==> config.mk <==
export PLATFORM = sky130hd
export DESIGN_NAME = cvxif_result_buffer
export DESIGN_NICKNAME = d
export VERILOG_FILES = /design/src/rtl/cvxif_result_buffer.sv
export SDC_FILE = /design/constraint.sdc
export NUM_CORES = 1
export LEC_CHECK = 0
export ABC_CLOCK_PERIOD_IN_PS = 5900
export CORE_MARGIN = 1
export CORE_UTILIZATION = 45
export DETAILED_ROUTE_END_ITERATION = 8
export PLACE_DENSITY = 0.68
export SETUP_SLACK_MARGIN = 0.2
export SKIP_LAST_GASP = 1
export SYNTH_ARGS = -nofsm -noshare
export SYNTH_HDL_FRONTEND = slang
export SYNTH_SLANG_ARGS = --single-unit
==> constraint.sdc <==
create_clock -name clk_i -period 5.9 [get_ports clk_i]
set_input_delay 0.59 -clock clk_i [delete_from_list [all_inputs] [get_ports clk_i]]
set_output_delay 0.59 -clock clk_i [all_outputs]
set_load 0.02 [all_outputs]
==> src/rtl/cvxif_result_buffer.sv <==
// cvxif_result_buffer: in-order coprocessor result FIFO with kill support; optional macro CVXIF_RESULT_BUFFER_BYPASS_EN enables empty-FIFO bypass
module cvxif_result_buffer #(
    parameter int DEPTH = 4,
    parameter int XLEN  = 64,
    parameter int ID_W  = 4
) (
    input  logic                    clk_i,
    input  logic                    rst_i,
    input  logic                    in_valid_i,
    output logic                    in_ready_o,
    input  logic [ID_W-1:0]         in_id_i,
    input  logic [XLEN-1:0]         in_data_i,
    input  logic [4:0]              in_rd_i,
    input  logic                    in_we_i,
    input  logic                    commit_valid_i,
    input  logic [ID_W-1:0]         commit_id_i,
    input  logic                    commit_kill_i,
    output logic                    result_valid_o,
    input  logic                    result_ready_i,
    output logic [ID_W-1:0]         result_id_o,
    output logic [XLEN-1:0]         result_data_o,
    output logic [4:0]              result_rd_o,
    output logic                    result_we_o,
    output logic [$clog2(DEPTH):0]  count_o
);
    localparam int PW = $clog2(DEPTH);
    localparam logic [PW:0] FULL = (PW+1)'(DEPTH);
    logic [ID_W-1:0] id_q   [DEPTH];
    logic [XLEN-1:0] data_q [DEPTH];
    logic [4:0]      rd_q   [DEPTH];
    logic [DEPTH-1:0] we_q, killed_q;
    logic [PW-1:0] wr_ptr, rd_ptr;
    logic [PW:0] count;
    logic empty, kill, in_kill, head_live, byp, push, pop;
    assign empty      = count == '0;
    assign kill       = commit_valid_i & commit_kill_i;
    assign in_kill    = kill & (commit_id_i == in_id_i);
    assign head_live  = !empty & !killed_q[rd_ptr];
    assign in_ready_o = rst_i | (count < FULL);
    assign result_valid_o = !rst_i & (head_live | byp);
    assign pop  = !rst_i & !empty & (killed_q[rd_ptr] | result_ready_i);
    assign push = !rst_i & in_valid_i & (count < FULL) & !(byp & result_ready_i);
    assign count_o = count;
`ifdef CVXIF_RESULT_BUFFER_BYPASS_EN
    assign byp           = !rst_i & empty & in_valid_i & !in_kill;
    assign result_id_o   = byp ? in_id_i   : id_q[rd_ptr];
    assign result_data_o = byp ? in_data_i : data_q[rd_ptr];
    assign result_rd_o   = byp ? in_rd_i   : rd_q[rd_ptr];
    assign result_we_o   = byp ? in_we_i   : we_q[rd_ptr];
`else
    assign byp           = 1'b0;
    assign result_id_o   = id_q[rd_ptr];
    assign result_data_o = data_q[rd_ptr];
    assign result_rd_o   = rd_q[rd_ptr];
    assign result_we_o   = we_q[rd_ptr];
`endif
    // pointers, occupancy and kill flags; a push overrides any stale kill on its slot
    always_ff @(posedge clk_i) begin
        if (rst_i) begin
            wr_ptr   <= '0;
            rd_ptr   <= '0;
            count    <= '0;
            killed_q <= '0;
        end else begin
            for (int i = 0; i < DEPTH; i++)
                if (kill && id_q[i] == commit_id_i) killed_q[i] <= 1'b1;
            if (push) begin
                killed_q[wr_ptr] <= in_kill;
                wr_ptr <= wr_ptr + 1'b1;
            end
            if (pop) rd_ptr <= rd_ptr + 1'b1;
            count <= count + (PW+1)'(push) - (PW+1)'(pop);
        end
    end
    // payload storage, written only on accepted pushes and never reset
    always_ff @(posedge clk_i) begin
        if (push) begin
            id_q[wr_ptr]   <= in_id_i;
            data_q[wr_ptr] <= in_data_i;
            rd_q[wr_ptr]   <= in_rd_i;
            we_q[wr_ptr]   <= in_we_i;
        end
    end
endmodule

### After elaboration in Yosys (flattened, before gate mapping)

Memory sizes are Yosys's and may differ from the RTL's. A register that Yosys moved wholly into a read port is not among the register bits.
Cells that the tools add are included.

| word-level totals | value |
|---|---|
| register bits after elaboration | 15 |
| memories | 3 |
| output and inout port bits | 79 |
| word-level logic and storage cells | 65 |
| RAM bits | 292 |

| cells by class | value |
|---|---|
| bitwise gates (word level) | 10 |
| reductions and logical operators | 9 |
| add/sub/neg operators | 4 |
| equal/unequal tests | 5 |
| magnitude comparators | 4 |
| multiplexer cells | 25 |

Memories:

| memory | words | width | read ports | clocked after Yosys merged registers in | write ports | RTL line | RTL |
|---|---|---|---|---|---|---|---|
| data_q | 4 | 64 | 1 | 1 | 1 | 29 | `logic [XLEN-1:0] data_q [DEPTH];` |
| rd_q | 4 | 5 | 1 | 1 | 1 | 30 | `logic [4:0] rd_q [DEPTH];` |
| id_q | 4 | 4 | 5 | 1 | 1 | 28 | `logic [ID_W-1:0] id_q [DEPTH];` |

Operators with widths:

| kind | number |
|---|---|
| equality test 4 bit | 5 |
| 2-to-1 mux 1 bit | 13 |
| 2-to-1 mux 2 bit | 6 |
| bitwise AND 1 bit | 8 |
| bitwise mux 4 bit | 2 |
| < comparator 2 x 3 -> 1 bit, second input constant | 2 |
| logical AND 1 bit | 5 |
| adder 2 x 1 -> 2 bit, second input constant | 2 |
| binary-select mux 1 bit (select 2 bit) | 2 |
| 2-to-1 mux 4 bit | 1 |
| adder 3 x 1 -> 3 bit | 1 |
| zero test 1 bit | 3 |
| zero test 3 bit | 1 |
| < comparator 3 bit, second input constant | 1 |
| subtractor 3 x 1 -> 3 bit | 1 |
| demux 1 bit (select 2 bit) | 1 |
| >= comparator 2 x 1 -> 1 bit, second input constant | 1 |
| bitwise OR 1 bit | 2 |

### Longest topological paths before layout

An unclocked memory read counts as a cell.

| logic depth | value |
|---|---|
| depth in word-level cells | 7 |
| mapped depth | 10 |
| mapped depth without buffers | 10 |

### Worst setup path after synthesis

OpenSTA, ideal clock, no wires.

| timing path | value |
|---|---|
| path type | input -> register |
| start point | in rst_i |
| end point | mem data_q[0][0], enable pin |
| stages on the path | 3 |
| library setup time | 0.442 ns |
| arrival time | 2.728 ns |
| slack | 2.730 ns |
| required time | 5.458 ns |
| cells stage by stage | buf_2 > nor2_1 > and2_1 |

| on the way | value |
|---|---|
| word-level cells in the longest chain between the ends | 5 |

RTL lines:

| what | RTL line | RTL |
|---|---|---|
| start, declared | 8 | `input logic rst_i,` |
| zero test 1 bit | 42 | `assign push = !rst_i & in_valid_i & (count < FULL) & !(byp & result_ready_i);` |
| bitwise AND 1 bit (2 in series) | 42 |  |
| 2-to-1 mux 1 bit | 77 | `if (push) begin` |
| 2-to-1 mux 1 bit (implied by the code) | 79 | `data_q[wr_ptr] <= in_data_i;` |
| end, declared | 29 |  |

Every way passes these cells.

==> implementation parameters <==
Parameter                              Value

Routing
  Via count normalized by instance count ... 5.29
  Pre-Repair DR Iteration Count ... 4
  Routed via count ... between 5000 and 6000
  Final antenna-violating net count ... 0
  WL per Instance ... 20.7 µm
  Residual DRC count ... 0
  Total wire length after detailed routing ... about 21000 µm
  Detailed Route Iter0 Violations ... 381

Clock network
  Clock Pin Slew Worst Setup and Hold Paths ... 0.06 ns
  Max Root-Sink Buffers ... 3
  Num Clock Sinks ... 309
  CTS Hold Buffers Added ... 0
  Setup Fix Bufs, Post-CTS ... 0
  Number of buffers created by CTS ... 31
  TritonCTS clock tree ... yes
  H-tree Lvls ... 1
  Clock latency reported for the late side of the worst-skew pair ... between 0.5 and 0.6 ns
  Clock root buffer ... sky130_fd_sc_hd__clkbuf_16
  Resized Gates After CTS ... 0

Cells and area
  Net count reported at finish ... 749
  Leading cell type in the layout, fill and taps excluded ... sky130_fd_sc_hd__edfxtp_1
  Synthesis-to-finish area growth ... 25.7%
  Share of final-layout standard cells stronger than drive strength 1 ... approximately a fifth
  Commonest cells after routing, fill and taps aside ... sky130_fd_sc_hd__edfxtp_1, sky130_fd_sc_hd__clkdlybuf4s50_1, sky130_fd_sc_hd__mux4_2

Critical path
  Slowest cell on crit path ... sky130_fd_sc_hd__dfxtp_4
  Data arrival at the endpoint of the critical path ... 3.29 ns
  Required time of the critical path ... 5.31 ns
  Largest incremental delay on the critical path ... 1.00 ns
  Cell-by-cell trace of the critical path ... buf_4 -> mux4_2 -> clkdlybuf4s50_1
  RR Startpoint ... count_o[2]
  Critical path start-end classification ... reg -> out
  Crit end category ... output port
  Startpoint Class ... flop
  Maximum fanout count along the critical path ... 48

STA
  Setup clock skew after layout ... 0.0122 ns
  Setup_tns ... 0 ns
  RSZ-0062 raised after global routing ... no
  Headroom to the max-slew limit ... 25.9%
  Tightest hold margin ... 0.511 ns
  Final Hold Fails ... 0
  Worst path setup slack after routing ... 2.02 ns
  Slew at the pin with the worst max-slew slack ... 1.11 ns
  Pins over their slew limit ... 0
  Final setup fails ... 0
  Tcrit/Tclk final ... 65.8%
  Upper clock frequency limit ... ~260 MHz
  Minimum period implied by the final worst setup slack ... 3.88 ns

Power and ir drop
  Cell leakage power ... 4.57 nW
  Worst supply voltage drop on vdd ... 0.222 mV
  Overall power of the completed layout ... 5.31 mW
  Areal power density over the cells ... around 370 nW/µm²

Floorplan
  Die area ... 26200 µm²
  Placeable Area ... 25100 µm²
  Initial Utilization ... a little under half
  Die Span Y ... 162 µm
  Die width ... 162 µm
  Row cnt ... 58
  I/O pin count ... 163

Yosys
  Synth Register Bits ... 309
  Part of the Yosys area used for sequential elements ... 79.6%
  Synthesized area divided by synthesized cell count ... 24.0 µm²
  Post-synthesis instance total ... 479
  Post-synth design cell area ... 11500 µm²
  Total of warnings raised by yosys ... 0
  Post-synthesis cell type with the largest combined area ... sky130_fd_sc_hd__edfxtp_1
  Count of flip-flops with a built-in enable after synthesis ... 296
  Asr flop ratio synth ... 0%
  Ranking of synthesized cells by area ... sky130_fd_sc_hd__edfxtp_1, sky130_fd_sc_hd__mux4_2, sky130_fd_sc_hd__dfxtp_1
  Share of the synthesized area in the top cell type ... between 70% and 80%
  Main synth FF type ... sky130_fd_sc_hd__edfxtp_1
  Number of distinct library cells after synthesis ... 24
  Total nets after synthesis ... 570

Run
  Number of max-cap violations ... 0

Min path
  Hold Startpoint ... rd_ptr[1]
  Worst hold path type ... reg -> reg

Global route
  Pin count of the biggest net entering global routing ... 74
  Vias in the first global route ... 5795
  Antenna violations before repair ... 2
  First-pass GRT wire length ... 32500 µm
  Overflow left after global routing ... 0
  Global routing usage summed across all routing layers ... 16.4%

Placed design
  Routability-driven placement congestion ratio ... 0.809
  Dpl hpwl ... roughly 12000 µm
  Post-Place Worst Slack ... 2.43 ns
  Port-buffer cells ... around 160

Outcome
  Status ... completed
==> critical path: cells and delay by family, from the launching register on <==
kind     cells  cell delay [ns]
buf+inv      2             1.13
flops        1             1.00
mux          1             0.61
==> sequential cells by signal (all words and copies together) (netlist names), named ones only <==
signal,count
rd_q,20
data_q,256
killed_q,4
count_o,3
we_q,4
wr_ptr,2
rd_ptr,2
id_q,16
==> routing by layer <==
layer | wire (µm) | share of wire [%] | GRT usage [%]
met4 | 415 | 2.0 | 4.67
met2 | 10600 | 51 | 27.6
met3 | 1230 | 5.9 | 3.27
met5 | 17 | 0.081 | 0
met1 | 8650 | 41 | 21.6
==> stage by stage <==
step | cell area [µm²] | cells | utilization [%]
after floorplan | 11500 | 479 | -
after global placement | 13500 | 955 | 53.8
after detailed placement | 13500 | 955 | 53.8
after CTS | 14500 | 1012 | 57.6
after global routing | 14500 | 1013 | 57.6
final | 14500 | 1013 | 57.6
==> final cells by class <==
class,instances,area [µm²]
fillers,1881,10700
flip-flops and latches,309,9160
multi-input cells,143,2250
repair buffers,167,1660
clock buffers,41,843
well taps,330,413
clock inverters,16,114
inverters,6,22.5
diodes,1,2.50
==> final timing paths <==
kind                       endpoint  slack [ns]  cells past startpoint
hold / removal                 flop        0.51                      2
hold reg to reg                flop        0.51                      2
setup reg to reg      data_q[3][53]        3.42                      4
setup / recovery  result_data_o[11]        2.02                      3
==> cells in the mapped netlist (all sizes together) (4+ instances only) <==
cell and count:
mux4 75, clkbuf 9, nand2 5, edfxtp 296
dfxtp 13, mux2i 6, xor2 21, and2 4
ha 6, inv 5, nor2 8, nor4 5
buf 12, a22oi 4
==> cell families (layout without fill, tap and decap cells) <==
kind of cell	after synthesis	after routing	share of synthesized area (%)
adder cells (fa/ha/maj)	7	7	0.827
AO/OA/AOI/OAI	5	5	0.413
other	0	1	0
multiplexers	81	81	15.2
flip-flops	309	309	79.6
buffers and inverters	27	230	1.00
AND/OR/NAND/NOR	26	26	1.13
XOR/XNOR	24	24	1.83
==> report_power, final <==
part | switching [mW] | internal (mW) | leakage [nW]
sequential | 0.0917 | 2.53 | 2.79
clock | 0.763 | 1.05 | 0.473
combinational | 0.408 | 0.473 | 1.31
total | 1.26 | 4.05 | 4.57
Note: power is estimated with default switching activity, not from simulation.
